--- src/rtl/load_store_unit.sv ---
// load_store_unit
// RV32I load/store unit. It accepts one memory operation at a time from the
// execute stage, checks it for legality and alignment, presents a
// single-outstanding request to data memory, and then extracts and extends
// the loaded value.
//
// Ports
//   clk_in, rst_in          clock, asynchronous active-low reset
//   valid_in, is_load_in,   request from execute: kind, RV32I funct3 code,
//   is_store_in, funct3_in, effective address and rs2 value
//   addr_in, store_data_in
//   ready_out               high only while idle
//   dmem_*_out              registered request, word address, lane data, strobes
//   dmem_ack_in, dmem_rdata_in  memory completion and read word
//   load_data_out           extended load result, held until the next load
//   done_out, fault_out     one-cycle completion / fault pulses
//   fault_code_out          01 misaligned, 10 illegal, 11 timeout (held)
module load_store_unit #(
  parameter int ACK_TIMEOUT = 255
) (
  input  logic        clk_in,
  input  logic        rst_in,
  input  logic        valid_in,
  input  logic        is_load_in,
  input  logic        is_store_in,
  input  logic [2:0]  funct3_in,
  input  logic [31:0] addr_in,
  input  logic [31:0] store_data_in,
  output logic        ready_out,
  output logic        dmem_req_out,
  output logic        dmem_we_out,
  output logic [31:0] dmem_addr_out,
  output logic [31:0] dmem_wdata_out,
  output logic [3:0]  dmem_wstrb_out,
  input  logic        dmem_ack_in,
  input  logic [31:0] dmem_rdata_in,
  output logic [31:0] load_data_out,
  output logic        done_out,
  output logic        fault_out,
  output logic [1:0]  fault_code_out
);

  typedef enum logic [1:0] {IDLE = 2'b00, WAIT = 2'b01, DONE = 2'b10} state_t;

  // Counter value seen in the last permitted WAIT cycle.
  localparam logic [7:0] LAST_WAIT = 8'(ACK_TIMEOUT - 1);

  state_t      state;
  logic [7:0]  wait_count;
  logic [2:0]  op_funct3;
  logic [1:0]  op_offset;

  logic        load_req;
  logic        store_req;
  logic        both_req;
  logic        funct3_ok;
  logic        misaligned;

  // Byte enables for a store of the given width at the given byte offset.
  function automatic logic [3:0] store_strobe(input logic [2:0] f3, input logic [1:0] off);
    case (f3)
      3'b000:  store_strobe = 4'b0001 << off;
      3'b001:  store_strobe = off[1] ? 4'b1100 : 4'b0011;
      3'b010:  store_strobe = 4'b1111;
      default: store_strobe = 4'b0000;
    endcase
  endfunction

  // Replicate the store operand so every enabled lane carries it.
  function automatic logic [31:0] store_lanes(input logic [2:0] f3, input logic [31:0] data);
    case (f3)
      3'b000:  store_lanes = {4{data[7:0]}};
      3'b001:  store_lanes = {2{data[15:0]}};
      default: store_lanes = data;
    endcase
  endfunction

  // Bring the addressed byte/halfword down to bit 0, then extend it.
  function automatic logic [31:0] load_extract(input logic [2:0] f3, input logic [1:0] off,
                                               input logic [31:0] word);
    logic [31:0] shifted;
    shifted = word >> {off, 3'b000};
    case (f3)
      3'b000:  load_extract = {{24{shifted[7]}}, shifted[7:0]};
      3'b001:  load_extract = {{16{shifted[15]}}, shifted[15:0]};
      3'b100:  load_extract = {24'h000000, shifted[7:0]};
      3'b101:  load_extract = {16'h0000, shifted[15:0]};
      default: load_extract = shifted;
    endcase
  endfunction

  // Request decode: kind, funct3 legality for that kind, and alignment.
  always_comb begin
    both_req  = valid_in & is_load_in & is_store_in;
    load_req  = valid_in & is_load_in & ~is_store_in;
    store_req = valid_in & is_store_in & ~is_load_in;
    funct3_ok = 1'b0;
    misaligned = 1'b0;
    case (funct3_in)
      3'b000, 3'b001, 3'b010: funct3_ok = 1'b1;
      3'b100, 3'b101:         funct3_ok = load_req;
      default:                funct3_ok = 1'b0;
    endcase
    // funct3[1:0] encodes access size for every legal code.
    case (funct3_in[1:0])
      2'b01:   misaligned = addr_in[0];
      2'b10:   misaligned = |addr_in[1:0];
      default: misaligned = 1'b0;
    endcase
  end

  assign ready_out = (state == IDLE);

  // Control FSM with all outputs registered.
  always_ff @(posedge clk_in or negedge rst_in) begin
    if (!rst_in) begin
      state          <= IDLE;
      wait_count     <= 8'd0;
      op_funct3      <= 3'b000;
      op_offset      <= 2'b00;
      dmem_req_out   <= 1'b0;
      dmem_we_out    <= 1'b0;
      dmem_addr_out  <= 32'h0000_0000;
      dmem_wdata_out <= 32'h0000_0000;
      dmem_wstrb_out <= 4'b0000;
      load_data_out  <= 32'h0000_0000;
      done_out       <= 1'b0;
      fault_out      <= 1'b0;
      fault_code_out <= 2'b00;
    end else begin
      done_out  <= 1'b0;
      fault_out <= 1'b0;
      case (state)
        IDLE: begin
          if (both_req) begin
            fault_out      <= 1'b1;
            fault_code_out <= 2'b10;
          end else if (load_req || store_req) begin
            if (!funct3_ok) begin
              fault_out      <= 1'b1;
              fault_code_out <= 2'b10;
            end else if (misaligned) begin
              fault_out      <= 1'b1;
              fault_code_out <= 2'b01;
            end else begin
              state          <= WAIT;
              wait_count     <= 8'd0;
              op_funct3      <= funct3_in;
              op_offset      <= addr_in[1:0];
              dmem_req_out   <= 1'b1;
              dmem_we_out    <= store_req;
              dmem_addr_out  <= {addr_in[31:2], 2'b00};
              dmem_wdata_out <= store_req ? store_lanes(funct3_in, store_data_in) : 32'h0000_0000;
              dmem_wstrb_out <= store_req ? store_strobe(funct3_in, addr_in[1:0]) : 4'b0000;
            end
          end
        end
        WAIT: begin
          // An ack in the final permitted cycle takes priority over the timeout.
          if (dmem_ack_in) begin
            state        <= DONE;
            dmem_req_out <= 1'b0;
            done_out     <= 1'b1;
            if (!dmem_we_out) begin
              load_data_out <= load_extract(op_funct3, op_offset, dmem_rdata_in);
            end
          end else if (wait_count == LAST_WAIT) begin
            state          <= IDLE;
            dmem_req_out   <= 1'b0;
            fault_out      <= 1'b1;
            fault_code_out <= 2'b11;
          end else begin
            wait_count <= wait_count + 8'd1;
          end
        end
        DONE: begin
          state <= IDLE;
        end
        default: begin
          state        <= IDLE;
          dmem_req_out <= 1'b0;
        end
      endcase
    end
  end

endmodule

--- config.mk ---
export PLATFORM = sky130hd
export DESIGN_NAME = load_store_unit
export DESIGN_NICKNAME = d
export VERILOG_FILES = /design/src/rtl/load_store_unit.sv
export SDC_FILE = /design/constraint.sdc
export NUM_CORES = 1
export LEC_CHECK = 0
export ABC_AREA = 0
export CAP_MARGIN = 20
export CORE_MARGIN = 2
export CORE_UTILIZATION = 45
export DETAILED_ROUTE_END_ITERATION = 10
export PLACE_DENSITY = 0.81
export SYNTH_ARGS = -nofsm -noshare
export SYNTH_HDL_FRONTEND = slang
export SYNTH_SLANG_ARGS = --single-unit
--- constraint.sdc ---
create_clock -name clk_in -period 2.7 [get_ports clk_in]
set_input_delay 0.54 -clock clk_in [delete_from_list [all_inputs] [get_ports clk_in]]
set_output_delay 0.54 -clock clk_in [all_outputs]
set_load 0.05 [all_outputs]
==> results.cfg <==
[power]
finalPower_mw = 9.300
leakagePower_nw = 3.904
power.density_nw_per_um2 = 1044
peakVddDrop_mv = 0.8880

[finish]
n_antenna_cell = 0
area_growth_pct = 51.95
final_net_count = 870
nFillCells = 929
drive_gt1_share_pct = 18.63
final_common_cell = clkdlybuf4s50_1
final_cell_mix = clkdlybuf4s50_1 (208), dfrtp_1 (119), mux2_2 (69)

[floorplanning]
core_area_um2 = 12670
die_h_um = 118.2
die_area_um2 = 13960
num_io_pins = 212
die_x_um = 118.2
start_util_pct = 46.28
rows = 41

[yosys]
syn_area_per_cell_um2 = 10.90
synth.distinct_cells = 52
synth_edf_count = 0
ys_seq_elements = 119
synth_fa_ha_area_share_pct = 1.067
synthCells = 538
synth-xor-area-share_pct = 0.7467
yosys.area_share.simple_pct = 13.42
ys_seq_area_share_pct = 50.78
muxShareOfSynthArea_pct = 18.58
synth.cell_area_um2 = 5864
ys.flop_type = dfrtp_1
synth_top_family_by_area = multiplexers
ys_warn_count = 0
async_flop_share_pct = 100.0
synth_compound_area_share_pct = 11.48

[clock_network]
root_buffer = clkbuf_16
cts_setup_buffers = 0
cts_hold_buf = 0
cts_resized = 0
clock_path_buffers = 2
clkTransAtPathRegs_ns = 0.05
cts_made_buffers = 17
h-tree-depth = 4
clock_latency_ns = 0.41
cts_sinks = 119
cts_tree = yes

[routing]
dr.pass1.iters = 5
initialDrtViolationCount = 226
routed_wl_um = 16840
ant_nets = 0
post_drt_wl_per_cell_um = 17.82
vias = 5126
viasPerCell = 5.424
drc = 0

[timing]
period_share_pct = 88.37
slew_violations = 0
hold_viol = 0
setup_slack_ns = 0.3141
slew_headroom_pct = 40.49
clock_skew_ns = 0.006742
holdWs_ns = 0.03067
final-setup-viol-count = 0
rsz0062_at_grt = no
worst_slew_pin_slew_ns = 0.8908
max_freq_ghz = 0.4191
period_needed_ns = 2.386

[grt]
antenna_found_initial = 0
grt_pass1_vias = 5488
use_met3_pct = 9.556
grt_overflow = 0
grt_max_degree = 66
grt_pass1_wl_um = 27970
grt.total_usage_pct = 25.25
globalRoute.busiestLayer = met2
grtUsageMet2_pct = 41.84
use_met1_pct = 28.75

[worst_setup_path]
crit_arrival_ns = 1.85
crit_type = register to primary output
worstSetupStartpointType = register
worstSetupEndpointType = primary output
crit_path_max_fanout = 7
required_ns = 2.16

[min_path]
min_path_type = input pin to async pin

[placement]
io_buffers = 209
gp_congestion = 0.8581
hpwl_um = 12390
pre_cts_slack_ns = -0.07156

[outcome]
outcome = finished, final reports clean

[flow_run]
cap_viol_max_count = 0
-- Yosys cell counts (all sizes together) (3+ instances only) --
| master | count | area, um^2 |
|---|---|---|
| nor2b | 5 | 31.28 |
| nand3 | 18 | 125.1 |
| nor3 | 4 | 20.02 |
| nor2 | 49 | 183.9 |
| nand2 | 50 | 187.7 |
| dfrtp | 119 | 2978 |
| a21oi | 28 | 140.1 |
| xor2 | 4 | 35.03 |
| o211ai | 3 | 22.52 |
| inv | 16 | 60.06 |
| nand2b | 5 | 31.28 |
| o21ai | 22 | 110.1 |
| nor3b | 3 | 27.52 |
| a2bb2oi | 8 | 70.07 |
| a22oi | 16 | 120.1 |
| mux2i | 29 | 290.3 |
| a221o | 9 | 90.09 |
| buf | 16 | 95.09 |
| ha | 5 | 62.56 |
| mux2 | 69 | 777.0 |
| clkbuf | 19 | 71.32 |
| and2 | 8 | 50.05 |
| a21boi | 3 | 22.52 |
-- worst paths after layout --
| check | startpoint | end | slack [ns] | depth (start not counted) |
|---|---|---|---|---|
| max | state[0]$_DFFE_PN0P_ | ready_out | 0.31 | 2 |
| min | rst_in | load_data_out[11]$_DFFE_PN0P_ | 0.03 | 1 |
| max reg2reg | op_offset[0]$_DFFE_PN0P_ | load_data_out[15]$_DFFE_PN0P_ | 0.67 | 5 |
| min reg2reg | load_data_out[2]$_DFFE_PN0P_ | load_data_out[2]$_DFFE_PN0P_ | 0.48 | 2 |
| max in group asynchronous | rst_in | dmem_addr_out[20]$_DFFE_PN0P_ | 1.95 | 2 |
| min in group clk_in | load_data_out[2]$_DFFE_PN0P_ | load_data_out[2]$_DFFE_PN0P_ | 0.48 | 2 |
-- layout make-up --
cell class | instances | area, um^2 | area share, %
Tap cell | 172 | 215.2 | 2.415
Clock buffer | 24 | 511.7 | 5.743
Clock inverter | 8 | 140.1 | 1.573
Timing Repair Buffer | 237 | 2337 | 26.23
Multi-Input combinational cell | 369 | 2669 | 29.95
Inverter | 16 | 60.06 | 0.6740
Sequential cell | 119 | 2978 | 33.42
-- routing by layer --
metal	part of all wire [%]	routed length [um]
met1	38	6319
met2	50	8384
met3	9.7	1627
met4	3.0	506
met5	0	0
-- metrics by stage --
step	util (%)	std cells	area [um^2]	TNS, ns
finish	70.33	945	8911	0
global route	70.33	945	8911	0
CTS	70.33	945	8911	0
detailed placement	65.18	913	8259	-1.878
global placement	65.18	913	8259	0
floorplan	-	539	5868	0
-- cells by family (layout without fill, tap and decap cells) --
kind of cell | count (synthesis) | in the layout
AO/OA/AOI/OAI | 100 | 100
AND/OR/NAND/NOR | 158 | 158
XOR/XNOR | 5 | 5
flip-flops | 119 | 119
other | 1 | 2
adder cells (fa/ha/maj) | 5 | 5
multiplexers | 99 | 99
buffers and inverters | 51 | 285
-- worst max-delay path: stages (launching register included) --
cell	delay [ns]
dfrtp_1	0.43
nor2_1	0.17
clkdlybuf4s50_1	0.83
-- power breakdown --
part           internal [mW]  switching, mW  total [mW]
clock network           1.68          0.761        2.45
registers               2.31          0.350        2.66
logic                   1.55           2.65        4.19
-- state kept, by name, indices dropped and copies added (netlist names) --
register        cells
dmem_req_out        1
fault_out           1
op_funct3           3
dmem_addr_out      30
state               2
dmem_we_out         1
dmem_wdata_out     32
fault_code_out      2
done_out            1
op_offset           2
dmem_wstrb_out      4
wait_count          8
load_data_out      32
(Power assumes the default switching activity.)
